## config.mk

```make
export PLATFORM = sky130hd
export DESIGN_NAME = vga_timing_pattern_gen_flat
export DESIGN_NICKNAME = d
export VERILOG_FILES = /design/src/rtl/video_if.sv /design/src/rtl/vga_timing_pattern_gen.sv /design/src/flat_wrapper.sv
export SDC_FILE = /design/constraint.sdc
export NUM_CORES = 1
export LEC_CHECK = 0
export ABC_AREA = 1
export BUFFER_PORTS_ARGS = -buffer_cell sky130_fd_sc_hd__buf_2
export CORE_MARGIN = 2
export CORE_UTILIZATION = 50
export CTS_BUF_LIST = sky130_fd_sc_hd__clkbuf_16
export DETAILED_ROUTE_END_ITERATION = 8
export GPL_ROUTABILITY_DRIVEN = 0
export HOLD_SLACK_MARGIN = 0.06
export PLACE_DENSITY = 0.79
export SLEW_MARGIN = 20
export SYNTH_ARGS = -nofsm -noshare
export SYNTH_HDL_FRONTEND = slang
export SYNTH_SLANG_ARGS = --single-unit
```

## constraint.sdc

```tcl
create_clock -name pixel_clk -period 2.2 [get_ports pixel_clk]
set_clock_uncertainty 0.05 [all_clocks]
set_input_delay 0.22 -clock pixel_clk [delete_from_list [all_inputs] [get_ports pixel_clk]]
set_output_delay 0.22 -clock pixel_clk [all_outputs]
set_load 0.03 [all_outputs]
```

## src/rtl/video_if.sv

```systemverilog
// video_if: panel-side raster bundle (pixel clock, syncs, active flag, RGB).
interface video_if;
  logic        clk;
  logic        hs;
  logic        vs;
  logic        blank;
  logic [23:0] rgb;
  modport master (output clk, hs, vs, blank, rgb);
  modport slave  (input  clk, hs, vs, blank, rgb);
endinterface

```

## src/rtl/vga_timing_pattern_gen.sv

```systemverilog
// vga_timing_pattern_gen: parametrised VGA/LCD raster timing with registered test-pattern RGB.
module vga_timing_pattern_gen #(
  parameter int HDISP     = 800,
  parameter int VDISP     = 480,
  parameter int HFP       = 40,
  parameter int HPULSE    = 48,
  parameter int HBP       = 40,
  parameter int VFP       = 13,
  parameter int VPULSE    = 3,
  parameter int VBP       = 29,
  parameter int HS_POL    = 0,
  parameter int VS_POL    = 0,
  parameter int GRID_LOG2 = 4
) (
  input  logic                       pixel_clk,
  input  logic                       pixel_rst,
  input  logic                       en,
  input  logic [1:0]                 mode,
  input  logic [23:0]                solid_rgb,
  video_if.master                    video_ifm,
  output logic [$clog2(HDISP)-1:0]   x,
  output logic [$clog2(VDISP)-1:0]   y,
  output logic                       sof,
  output logic                       sol,
  output logic [15:0]                frame_cnt
);
  localparam int XLEN  = HDISP + HFP + HPULSE + HBP;
  localparam int YLEN  = VDISP + VFP + VPULSE + VBP;
  localparam int PXW   = $clog2(XLEN);
  localparam int PYW   = $clog2(YLEN);
  localparam int XW    = $clog2(HDISP);
  localparam int YW    = $clog2(VDISP);
  localparam int BAR_W = HDISP / 8;
  localparam logic [PXW-1:0] X_LAST = PXW'(XLEN - 1);
  localparam logic [PXW-1:0] X_DISP = PXW'(HDISP);
  localparam logic [PXW-1:0] HS_ON  = PXW'(HDISP + HFP);
  localparam logic [PXW-1:0] HS_OFF = PXW'(HDISP + HFP + HPULSE);
  localparam logic [PYW-1:0] Y_LAST = PYW'(YLEN - 1);
  localparam logic [PYW-1:0] Y_DISP = PYW'(VDISP);
  localparam logic [PYW-1:0] VS_ON  = PYW'(VDISP + VFP);
  localparam logic [PYW-1:0] VS_OFF = PYW'(VDISP + VFP + VPULSE);
  localparam logic [XW-1:0]  BAR_LAST = XW'(BAR_W - 1);
  localparam logic HS_A = 1'(HS_POL);
  localparam logic VS_A = 1'(VS_POL);
  localparam logic [23:0] BARS [8] = '{24'hFFFFFF, 24'hFFFF00, 24'h00FFFF, 24'h00FF00,
                                       24'hFF00FF, 24'hFF0000, 24'h0000FF, 24'h000000};
  logic [PXW-1:0] px_q, px_d;
  logic [PYW-1:0] py_q, py_d;
  logic [15:0]    frame_cnt_q, frame_cnt_d;
  logic [1:0]     mode_q, mode_d, mode_e;
  logic [23:0]    solid_q, solid_d, solid_e;
  logic [XW-1:0]  sc_q, sc_d;
  logic [2:0]     bar_q, bar_d;
  logic           hs_q, hs_d, vs_q, vs_d, blank_q, blank_d, sof_q, sof_d, sol_q, sol_d;
  logic [23:0]    rgb_q, rgb_d, pat;
  logic [XW-1:0]  x_q, x_d;
  logic [YW-1:0]  y_q, y_d;
  logic           line_end, frame_end, frame_start, act, grid;
  logic [7:0]     x8, y8;
  always_comb begin
    line_end    = px_q == X_LAST;
    frame_end   = line_end && py_q == Y_LAST;
    frame_start = en && px_q == '0 && py_q == '0;
    px_d        = en ? (line_end ? '0 : px_q + 1'b1) : px_q;
    py_d        = (en && line_end) ? (frame_end ? '0 : py_q + 1'b1) : py_q;
    frame_cnt_d = (en && frame_end) ? frame_cnt_q + 16'd1 : frame_cnt_q;
    // the frame's first pixel already uses the newly sampled mode/colour
    mode_e      = frame_start ? mode : mode_q;
    solid_e     = frame_start ? solid_rgb : solid_q;
    mode_d      = mode_e;
    solid_d     = solid_e;
    sc_d        = !en ? sc_q : (line_end || sc_q == BAR_LAST) ? '0 : sc_q + 1'b1;
    bar_d       = !en ? bar_q : line_end ? 3'd0 :
                  (sc_q == BAR_LAST && bar_q != 3'd7) ? bar_q + 3'd1 : bar_q;
    act         = px_q < X_DISP && py_q < Y_DISP;
    x8          = 8'(px_q);
    y8          = 8'(py_q);
    grid        = x8[GRID_LOG2-1:0] == '0 || y8[GRID_LOG2-1:0] == '0;
    pat         = mode_e == 2'd0 ? (grid ? 24'hFFFFFF : 24'h000000) :
                  mode_e == 2'd1 ? BARS[bar_q] :
                  mode_e == 2'd2 ? solid_e :
                  {x8 + frame_cnt_q[7:0], y8, 8'h80};
    hs_d        = en ? ((px_q >= HS_ON && px_q < HS_OFF) ? HS_A : ~HS_A) : hs_q;
    vs_d        = en ? ((py_q >= VS_ON && py_q < VS_OFF) ? VS_A : ~VS_A) : vs_q;
    blank_d     = en ? act : blank_q;
    rgb_d       = en ? (act ? pat : 24'h0) : rgb_q;
    x_d         = en ? (act ? px_q[XW-1:0] : '0) : x_q;
    y_d         = en ? (act ? py_q[YW-1:0] : '0) : y_q;
    sof_d       = frame_start;
    sol_d       = en && px_q == '0 && py_q < Y_DISP;
  end
  always_ff @(posedge pixel_clk) begin
    if (pixel_rst) begin
      px_q        <= '0;
      py_q        <= '0;
      frame_cnt_q <= '0;
      mode_q      <= '0;
      solid_q     <= '0;
      sc_q        <= '0;
      bar_q       <= '0;
      hs_q        <= ~HS_A;
      vs_q        <= ~VS_A;
      blank_q     <= 1'b0;
      rgb_q       <= '0;
      x_q         <= '0;
      y_q         <= '0;
      sof_q       <= 1'b0;
      sol_q       <= 1'b0;
    end else begin
      px_q        <= px_d;
      py_q        <= py_d;
      frame_cnt_q <= frame_cnt_d;
      mode_q      <= mode_d;
      solid_q     <= solid_d;
      sc_q        <= sc_d;
      bar_q       <= bar_d;
      hs_q        <= hs_d;
      vs_q        <= vs_d;
      blank_q     <= blank_d;
      rgb_q       <= rgb_d;
      x_q         <= x_d;
      y_q         <= y_d;
      sof_q       <= sof_d;
      sol_q       <= sol_d;
    end
  end
  assign video_ifm.clk   = pixel_clk;
  assign video_ifm.hs    = hs_q;
  assign video_ifm.vs    = vs_q;
  assign video_ifm.blank = blank_q;
  assign video_ifm.rgb   = rgb_q;
  assign x         = x_q;
  assign y         = y_q;
  assign sof       = sof_q;
  assign sol       = sol_q;
  assign frame_cnt = frame_cnt_q;
endmodule

```

## src/flat_wrapper.sv

```systemverilog
// flat-port wrapper written by rule: the top's interface ports become plain ports
module vga_timing_pattern_gen_flat 
#(
  parameter int HDISP     = 800,
  parameter int VDISP     = 480,
  parameter int HFP       = 40,
  parameter int HPULSE    = 48,
  parameter int HBP       = 40,
  parameter int VFP       = 13,
  parameter int VPULSE    = 3,
  parameter int VBP       = 29,
  parameter int HS_POL    = 0,
  parameter int VS_POL    = 0,
  parameter int GRID_LOG2 = 4
)
  (pixel_clk, pixel_rst, en, mode, solid_rgb, x, y, sof, sol, frame_cnt, video_ifm_clk, video_ifm_hs, video_ifm_vs, video_ifm_blank, video_ifm_rgb);
  video_if video_ifm_i ();
  input  logic pixel_clk;
  input  logic pixel_rst;
  input  logic en;
  input  logic [1:0] mode;
  input  logic [23:0] solid_rgb;
  output logic [$clog2(HDISP)-1:0] x;
  output logic [$clog2(VDISP)-1:0] y;
  output logic sof;
  output logic sol;
  output logic [15:0] frame_cnt;
  output wire logic [$bits(video_ifm_i.clk)-1:0] video_ifm_clk;
  output wire logic [$bits(video_ifm_i.hs)-1:0] video_ifm_hs;
  output wire logic [$bits(video_ifm_i.vs)-1:0] video_ifm_vs;
  output wire logic [$bits(video_ifm_i.blank)-1:0] video_ifm_blank;
  output wire logic [$bits(video_ifm_i.rgb)-1:0] video_ifm_rgb;
  assign video_ifm_clk = video_ifm_i.clk;
  assign video_ifm_hs = video_ifm_i.hs;
  assign video_ifm_vs = video_ifm_i.vs;
  assign video_ifm_blank = video_ifm_i.blank;
  assign video_ifm_rgb = video_ifm_i.rgb;
  vga_timing_pattern_gen #(.HDISP(HDISP), .VDISP(VDISP), .HFP(HFP), .HPULSE(HPULSE), .HBP(HBP), .VFP(VFP), .VPULSE(VPULSE), .VBP(VBP), .HS_POL(HS_POL), .VS_POL(VS_POL), .GRID_LOG2(GRID_LOG2)) u_core (.pixel_clk(pixel_clk), .pixel_rst(pixel_rst), .en(en), .mode(mode), .solid_rgb(solid_rgb), .video_ifm(video_ifm_i), .x(x), .y(y), .sof(sof), .sol(sol), .frame_cnt(frame_cnt));
endmodule
```

==> results.rst, run 1 <==
.. list-table::
   :header-rows: 1

   * - Metric
     - Value
   * - Die X-Extent
     - 115 um
   * - Commonest non-fill, non-tap cell in the layout
     - sky130_fd_sc_hd__nand2_1
   * - Data arrival time at the worst-slack endpoint
     - 2.48 ns
   * - Final setup margin
     - 0.143 ns
   * - Hold Violations, Final
     - 0
   * - Path class of the lowest-slack min-delay path
     - in2reg
   * - Die Outline Area
     - 0.0133 mm2
   * - Fraction of layout instances using a drive strength above 1
     - 20.6%
   * - Number of placed I/O pins
     - 94
   * - Core area
     - 0.0121 mm2
   * - Overall fraction of global-route tracks in use
     - 25.3%
   * - Post-Synthesis Cell Area
     - 0.00621 mm2
   * - Critical register-to-register path startpoint
     - u_core.px_q[0]$_SDFFE_PP0P_
   * - Longest individual stage delay on the worst path
     - 0.34 ns
   * - Achievable clock frequency
     - 0.486 GHz
   * - Cell occurring most often along the worst timing path
     - sky130_fd_sc_hd__nand2_2
   * - WL/cell
     - 13.9 um
   * - Total half-perimeter wirelength after legalization and detailed placement
     - 11.4 mm
   * - Number of nets in the layout
     - 1055
   * - Number of detailed-route iterations in the first pass
     - 5
   * - Clock tree from TritonCTS
     - built
   * - Number of instances on the worst hold path
     - 4
   * - Setup repair after global routing missed its margin
     - yes
   * - Setup crit start kind
     - flip-flop
   * - Most frequent cells in the layout
     - sky130_fd_sc_hd__nand2_1, sky130_fd_sc_hd__dfxtp_1, sky130_fd_sc_hd__a21oi_1, sky130_fd_sc_hd__buf_2, sky130_fd_sc_hd__inv_1
   * - Fin crit share
     - 93.5%
   * - Slew at the pin closest to its max-slew limit
     - 0.481 ns
   * - P per Cell Area
     - 777 mW/mm2
   * - Total design power
     - 0.00615 W
   * - Sequential-to-total area share from yosys stat
     - 39.7%
   * - Area of the multi-input gates
     - 0.00326 mm2
   * - Post-detailed-route DRC marker count
     - 0
   * - Launch instance of the worst min-delay path
     - en
   * - Status
     - complete, no violations
   * - Slowest stage cell on the critical path
     - sky130_fd_sc_hd__dfxtp_2
   * - Wire length of the first global-routing pass
     - 26.3 mm
   * - Flip-flop and latch count after synthesis
     - 123
   * - Worst setup path category
     - reg2reg
   * - Headroom to the max-slew limit
     - 67.6%
   * - Reg2Reg Depth
     - 13
   * - Syn avg cell area
     - 7.10 um2
   * - Final total negative setup slack
     - 0 ns
   * - DRC violation total after the first TritonRoute iteration
     - 456
   * - Via density per instance
     - 5.16
   * - Cell Chain, Critical Path
     - inv_1, ha_2, nand2_2, nor2_4, nand2_2, nor2_4, nand4_2, nand2_4, nand2_2, buf_4, nand3_1, nand2_1, a21oi_1
   * - Ys Warns
     - 0
   * - Effective utilization at floorplan
     - 51.5%
   * - Number of antenna violations at the first check in global routing
     - 0
   * - Final Max Slew Viols
     - 0
   * - Peak VDD IR
     - 0.000602 V
   * - Pin count of the biggest net entering global routing
     - 89
   * - Endpoint required time on the critical path
     - 2.63 ns
   * - Synthesis-to-finish area growth
     - 27.3%
   * - R2R setup slack
     - 0.14 ns
   * - Minimum setup slack after placement
     - 0.0866 ns
   * - Leak
     - 3.60 nW
   * - IO Port Bufs
     - 93
   * - Number of unique standard cell types used by synthesis
     - 37
   * - GRT overflow
     - 0
   * - Clock period minus final worst setup slack
     - 2.06 ns
   * - Number of vias after detailed routing
     - 6139
   * - Final-layout worst hold slack
     - 0.142 ns
   * - Row Count
     - 40
   * - Count of mapped cells out of synthesis
     - 875
   * - Type of element capturing the critical path
     - flip-flop
   * - Overall die height
     - 115 um
   * - Maximum fanout count along the critical path
     - 13
   * - Clock latency at the later pin of the worst-skew pair
     - 0.54 ns
   * - Vias in the first global route
     - 5677
   * - Remaining number of nets flagged by the antenna check after routing
     - 0
   * - Number of nets produced by synthesis
     - 922
   * - Sequential cell area
     - 0.00247 mm2
   * - Critical path buffer and inverter count
     - 2
   * - End of the worst register-to-register path
     - u_core.video_ifm.rgb[22]$_SDFFE_PP0P_
   * - Final Routed Wirelength
     - 16.5 mm
   * - # Max-Cap Violations
     - 0
   * - Clock Pin Slew Worst Setup and Hold Paths
     - 0.06 ns
   * - Final-report setup violation count
     - 0
   * - Filler instances
     - 999
   * - Total inserted antenna cells
     - 0
   * - Dominant delay contributor by cell family on the critical path
     - simple AND/OR/NAND/NOR gates
   * - Worst hold path endpoint
     - u_core.sc_q[0]$_SDFFE_PP0P_
==> cells in the mapped netlist <==
master / count / area share, %
sky130_fd_sc_hd__mux2i_1: 1 / 0.16
sky130_fd_sc_hd__o21ai_1: 11 / 0.89
sky130_fd_sc_hd__xnor2_1: 4 / 0.56
sky130_fd_sc_hd__dfxtp_1: 123 / 40
sky130_fd_sc_hd__nand4_1: 26 / 2.6
sky130_fd_sc_hd__xor2_1: 16 / 2.3
sky130_fd_sc_hd__nand2_4: 4 / 0.73
sky130_fd_sc_hd__fa_1: 1 / 0.32
sky130_fd_sc_hd__o21ai_4: 1 / 0.26
sky130_fd_sc_hd__o21ai_0: 21 / 1.7
sky130_fd_sc_hd__buf_6: 4 / 0.73
sky130_fd_sc_hd__o21bai_1: 1 / 0.12
sky130_fd_sc_hd__a211oi_1: 5 / 0.60
sky130_fd_sc_hd__buf_4: 3 / 0.36
sky130_fd_sc_hd__inv_2: 5 / 0.30
sky130_fd_sc_hd__nor2_2: 7 / 0.71
sky130_fd_sc_hd__nor2_8: 1 / 0.32
sky130_fd_sc_hd__nor2_4: 9 / 1.6
sky130_fd_sc_hd__buf_2: 5 / 0.40
sky130_fd_sc_hd__nand3_1: 48 / 3.9
sky130_fd_sc_hd__nand3_2: 1 / 0.16
sky130_fd_sc_hd__nor3_1: 24 / 1.9
sky130_fd_sc_hd__ha_1: 17 / 3.4
sky130_fd_sc_hd__nand4_2: 5 / 1.0
sky130_fd_sc_hd__nor4_1: 6 / 0.60
sky130_fd_sc_hd__clkbuf_1: 23 / 1.4
sky130_fd_sc_hd__nand3_4: 1 / 0.28
sky130_fd_sc_hd__a21oi_1: 94 / 7.6
sky130_fd_sc_hd__nand2_1: 237 / 14
sky130_fd_sc_hd__nor2_1: 66 / 4.0
sky130_fd_sc_hd__a31oi_1: 2 / 0.20
sky130_fd_sc_hd__nor3b_1: 2 / 0.24
sky130_fd_sc_hd__nand2_2: 6 / 0.60
sky130_fd_sc_hd__inv_4: 1 / 0.10
sky130_fd_sc_hd__nor3_2: 2 / 0.32
sky130_fd_sc_hd__a2111oi_0: 1 / 0.14
sky130_fd_sc_hd__inv_1: 91 / 5.5
==> state kept, by name (all words and copies together) (netlist names) <==
register	count
u_core.frame_cnt	16
u_core.video_ifm.hs	1
u_core.sof	1
u_core.bar_q	3
u_core.x	10
u_core.mode_q	2
u_core.sol	1
u_core.video_ifm.blank	1
u_core.py_q	10
u_core.solid_q	24
u_core.sc_q	10
u_core.px_q	10
u_core.video_ifm.vs	1
u_core.video_ifm.rgb	24
u_core.y	9
==> routing by layer <==
metal	global-route usage, %	vias to the layer above	routed length (um)
met1	30.4	2822	7410
met4	11.2	0	444
met2	42.8	173	8020
met3	6.43	33	677
met5	0	-	0
li1	-	3111	-
==> cell type report <==
cell class | count | area share (%)
clock buffers | 21 | 6.39
clock inverters | 15 | 1.68
inverters | 97 | 4.76
multi-input cells | 620 | 41.2
flip-flops and latches | 123 | 31.2
well taps | 168 | 2.66
repair buffers | 145 | 12.1
==> power breakdown <==
| part | switching, W | internal, W | total [W] | leakage, nW |
|---|---|---|---|---|
| combinational | 0.000530 | 0.000280 | 0.000811 | 2.29 |
| sequential | 0.0000511 | 0.00233 | 0.00238 | 1.00 |
| clock | 0.00107 | 0.00188 | 0.00296 | 0.307 |
| total | 0.00166 | 0.00449 | 0.00615 | 3.60 |
==> kinds of logic (layout without fill, tap and decap cells) <==
| group | Yosys count | after routing | synth area share, % |
|---|---|---|---|
| flip-flops | 123 | 123 | 39.7 |
| AND/OR/NAND/NOR | 445 | 445 | 33.3 |
| XOR/XNOR | 20 | 20 | 2.82 |
| buffers and inverters | 132 | 278 | 8.78 |
| adder cells (fa/ha/maj) | 18 | 18 | 3.75 |
| multiplexers | 1 | 1 | 0.161 |
| AO/OA/AOI/OAI | 136 | 136 | 11.5 |
==> stage by stage <==
step | instance area [um2] | utilization (%) | std cells
2_1_floorplan | 6210 | - | 875
3_3_place_gp | 6930 | 57.5 | 1128
3_5_place_dp | 6930 | 57.5 | 1128
4_1_cts | 7810 | 64.7 | 1187
5_1_grt | 7910 | 65.6 | 1189
6_report | 7910 | 65.6 | 1189
==> what timing repair did <==
action / in CTS / in global routing
hold endpoints to repair: 25 / 0
hold buffers: 24 / 0
gates resized for setup: 0 / 25
endpoints found under the setup margin: 0 / 33
setup buffers: 0 / 2
==> worst register-to-register path, cell delays in order (launching register included) <==
cell and delay, ns:
sky130_fd_sc_hd__dfxtp_2 0.34, sky130_fd_sc_hd__inv_1 0.09, sky130_fd_sc_hd__ha_2 0.19, sky130_fd_sc_hd__nand2_2 0.07
sky130_fd_sc_hd__nor2_4 0.19, sky130_fd_sc_hd__nand2_2 0.11, sky130_fd_sc_hd__nor2_4 0.13, sky130_fd_sc_hd__nand4_2 0.11
sky130_fd_sc_hd__nand2_4 0.13, sky130_fd_sc_hd__nand2_2 0.10, sky130_fd_sc_hd__buf_4 0.19, sky130_fd_sc_hd__nand3_1 0.10
sky130_fd_sc_hd__nand2_1 0.08, sky130_fd_sc_hd__a21oi_1 0.12
==> worst max path at each step <==
stage | start | endpoint | cells after the start
floorplan | u_core.py_q[0]$_SDFFE_PP0P_ | u_core.video_ifm.rgb[13]$_SDFFE_PP0P_ | 12
global placement | u_core.px_q[0]$_SDFFE_PP0P_ | u_core.frame_cnt[12]$_SDFFE_PP0P_ | 12
detailed placement | u_core.px_q[0]$_SDFFE_PP0P_ | u_core.frame_cnt[12]$_SDFFE_PP0P_ | 12
CTS | u_core.py_q[0]$_SDFFE_PP0P_ | u_core.video_ifm.rgb[22]$_SDFFE_PP0P_ | 12
global route | u_core.px_q[2]$_SDFFE_PP0P_ | u_core.frame_cnt[12]$_SDFFE_PP0P_ | 11
finish | u_core.px_q[0]$_SDFFE_PP0P_ | u_core.video_ifm.rgb[22]$_SDFFE_PP0P_ | 13
Note: power is estimated with default switching activity, not from simulation.
==> inputs of run 2 (changes only) <==
Settings changed: CORE_MARGIN 2 to not set.
==> run 2 against run 1 <==
Effect of this change:
- critical path depth increased by 1
- highest routed layer unchanged
- count of clock-buffer cells in the layout did not move
- critical path type unchanged
- largest power group unchanged
- maximum frequency is 3.8% lower
==> results.rst, run 2 (synthesized netlist as in run 1, its figures left out) <==
.. list-table::
   :header-rows: 1

   * - Metric
     - Value
   * - Status
     - complete, no violations
   * - Die X-Extent
     - 113 um
   * - Post-detailed-route DRC marker count
     - 0
   * - Number of nets in the layout
     - 1070
   * - Final Routed Wirelength
     - 17.2 mm
   * - Endpoint required time on the critical path
     - 2.61 ns
   * - Clock period minus final worst setup slack
     - 2.14 ns
   * - GRT overflow
     - 0
   * - P per Cell Area
     - 760 mW/mm2
   * - Clock latency at the later pin of the worst-skew pair
     - 0.54 ns
   * - Switching power share of the total
     - 26.7%
   * - Cell Chain, Critical Path
     - inv_1, ha_2, nand2_2, nor2_4, nand2_2, nor2_4, buf_6, clkbuf_16, nand4_1, nand2_1, nand3_1, nand3_1, nand2_1, a21oi_2
   * - Total half-perimeter wirelength after legalization and detailed placement
     - 11.5 mm
   * - Type of element capturing the critical path
     - flip-flop
   * - Setup repair after global routing missed its margin
     - yes
   * - Leak
     - 3.72 nW
   * - Clock Pin Slew Worst Setup and Hold Paths
     - 0.05 ns
   * - Overall fraction of global-route tracks in use
     - 26.6%
   * - Post-DP Area
     - 0.00695 mm2
   * - Minimum setup slack after placement
     - 0.101 ns
   * - Dominant delay contributor by cell family on the critical path
     - simple AND/OR/NAND/NOR gates
   * - Slew at the pin closest to its max-slew limit
     - 0.603 ns
   * - Worst setup path category
     - reg2reg
   * - Longest individual stage delay on the worst path
     - 0.35 ns
   * - WL/cell
     - 14.3 um
   * - Pin count of the biggest net entering global routing
     - 89
   * - Path class of the lowest-slack min-delay path
     - in2reg
   * - Fraction of layout instances using a drive strength above 1
     - 22.0%
   * - Final setup margin
     - 0.0607 ns
   * - Most frequent cells in the layout
     - sky130_fd_sc_hd__nand2_1, sky130_fd_sc_hd__dfxtp_1, sky130_fd_sc_hd__buf_2
   * - Fin crit share
     - 97.2%
   * - Critical path buffer and inverter count
     - 3
   * - Headroom to the max-slew limit
     - 59.5%
   * - Number of antenna violations at the first check in global routing
     - 0
   * - Achievable clock frequency
     - 0.467 GHz
   * - Setup crit start kind
     - flip-flop
   * - Number of vias after detailed routing
     - 6325
   * - Core area
     - 0.0121 mm2
   * - Overall die height
     - 113 um
   * - Number of placed I/O pins
     - 94
   * - NetSw
     - 0.00165 W
   * - Final cell count without fillers
     - 1203
   * - Die Outline Area
     - 0.0129 mm2
   * - Placed Cells
     - 1132
   * - Logic gate share of total power
     - 14.6%
   * - Maximum fanout count along the critical path
     - 8
   * - Int Power
     - 0.00452 W
   * - Relative contribution of the clock network to total power
     - 46.8%
   * - Final Max Slew Viols
     - 0
   * - Via density per instance
     - 5.26
   * - IO Port Bufs
     - 93
   * - DRC violation total after the first TritonRoute iteration
     - 527
   * - Hold Violations, Final
     - 0
   * - Number of detailed-route iterations in the first pass
     - 6
   * - Peak VDD IR
     - 0.000519 V
   * - Final total negative setup slack
     - 0 ns
   * - Wire length of the first global-routing pass
     - 26.6 mm
   * - Final-report setup violation count
     - 0
   * - Total inserted antenna cells
     - 0
   * - Effective utilization at floorplan
     - 51.5%
   * - Remaining number of nets flagged by the antenna check after routing
     - 0
   * - Seq pwr share
     - 38.6%
   * - Clock tree from TritonCTS
     - built
   * - Synthesis-to-finish area growth
     - 30.7%
   * - R2R setup slack
     - 0.06 ns
   * - Layout Cell Area excl Fill
     - 0.00812 mm2
   * - # Max-Cap Violations
     - 0
   * - Commonest non-fill, non-tap cell in the layout
     - sky130_fd_sc_hd__nand2_1
   * - Vias in the first global route
     - 5680
   * - Data arrival time at the worst-slack endpoint
     - 2.55 ns
   * - Slowest stage cell on the critical path
     - sky130_fd_sc_hd__dfxtp_4
   * - Row Count
     - 40
## run 2: changes by cell type in the layout (fill, tap and decap cells not counted), moves of 3 or more
| cell | delta |
|---|---|
| sky130_fd_sc_hd__a21oi_2 | +3 |
| sky130_fd_sc_hd__nand2_1 | -3 |
| sky130_fd_sc_hd__buf_4 | +10 |
| sky130_fd_sc_hd__a21oi_1 | -3 |
| sky130_fd_sc_hd__clkinvlp_4 | -4 |
| sky130_fd_sc_hd__inv_1 | +3 |
| sky130_fd_sc_hd__nand2_8 | +3 |
## run 2: power by group through the flow
stage	clock network [W]	logic, W	registers [W]
2_1_floorplan	0.0000681	0.000424	0.00253
3_3_place_gp	0.0000573	0.000733	0.00242
3_5_place_dp	0.0000573	0.000745	0.00242
4_1_cts	0.00292	0.000783	0.00238
5_1_grt	0.00303	0.000982	0.00239
6_report	0.00289	0.000903	0.00238
## run 2: worst min-delay path, cell delays in order
cell and delay [ns]:
sky130_fd_sc_hd__buf_2 0.13, sky130_fd_sc_hd__buf_12 0.22, sky130_fd_sc_hd__nor2_1 0.14
## run 2: layout make-up
cell class / count / area [um2]
sequential: 123 / 2470
timing repair inverter: 1 / 8.76
timing repair buffer: 159 / 1100
clock buffer: 21 / 505
clock inverter: 14 / 115
inverter: 97 / 377
tap: 168 / 210
fill: 965 / 3950
multi-input combinational: 620 / 3330
## run 2: final timing paths
check,depth (start not counted),endpoint,start
setup / recovery,14,u_core.video_ifm.rgb[18]$_SDFFE_PP0P_,u_core.px_q[0]$_SDFFE_PP0P_
hold / removal,3,u_core.solid_q[7]$_SDFF_PP0_,pixel_rst
setup reg to reg,14,u_core.video_ifm.rgb[18]$_SDFFE_PP0P_,u_core.px_q[0]$_SDFFE_PP0P_
hold reg to reg,2,u_core.x[0]$_SDFFE_PP0P_,u_core.x[0]$_SDFFE_PP0P_
## run 2: through the flow
step / hold WS (ns) / total power, W / utilization, %
after detailed placement: 0.337 / 0.00323 / 57.6
after floorplan: 0.302 / 0.00303 / -
after CTS: 0.157 / 0.00608 / 64.8
after global placement: 0.337 / 0.00321 / 57.6
after global routing: 0.182 / 0.00640 / 67.3
final: 0.172 / 0.00617 / 67.3
## run 2: per-layer routing
| layer | wire (um) | vias to the layer above | global-route usage, % |
|---|---|---|---|
| met1 | 7210 | 2867 | 32.2 |
| met4 | 688 | 0 | 15.0 |
| met2 | 8330 | 244 | 43.8 |
| met3 | 999 | 61 | 5.90 |
| met5 | 0 | - | 0 |
| li1 | - | 3153 | - |
## run 2: repair_timing
action                                  in CTS  in global routing
gates resized for setup                      0                 45
endpoints found under the setup margin       0                 36
hold buffers                                25                  0
endpoints found under the hold margin       26                  0
setup buffers                                0                  9
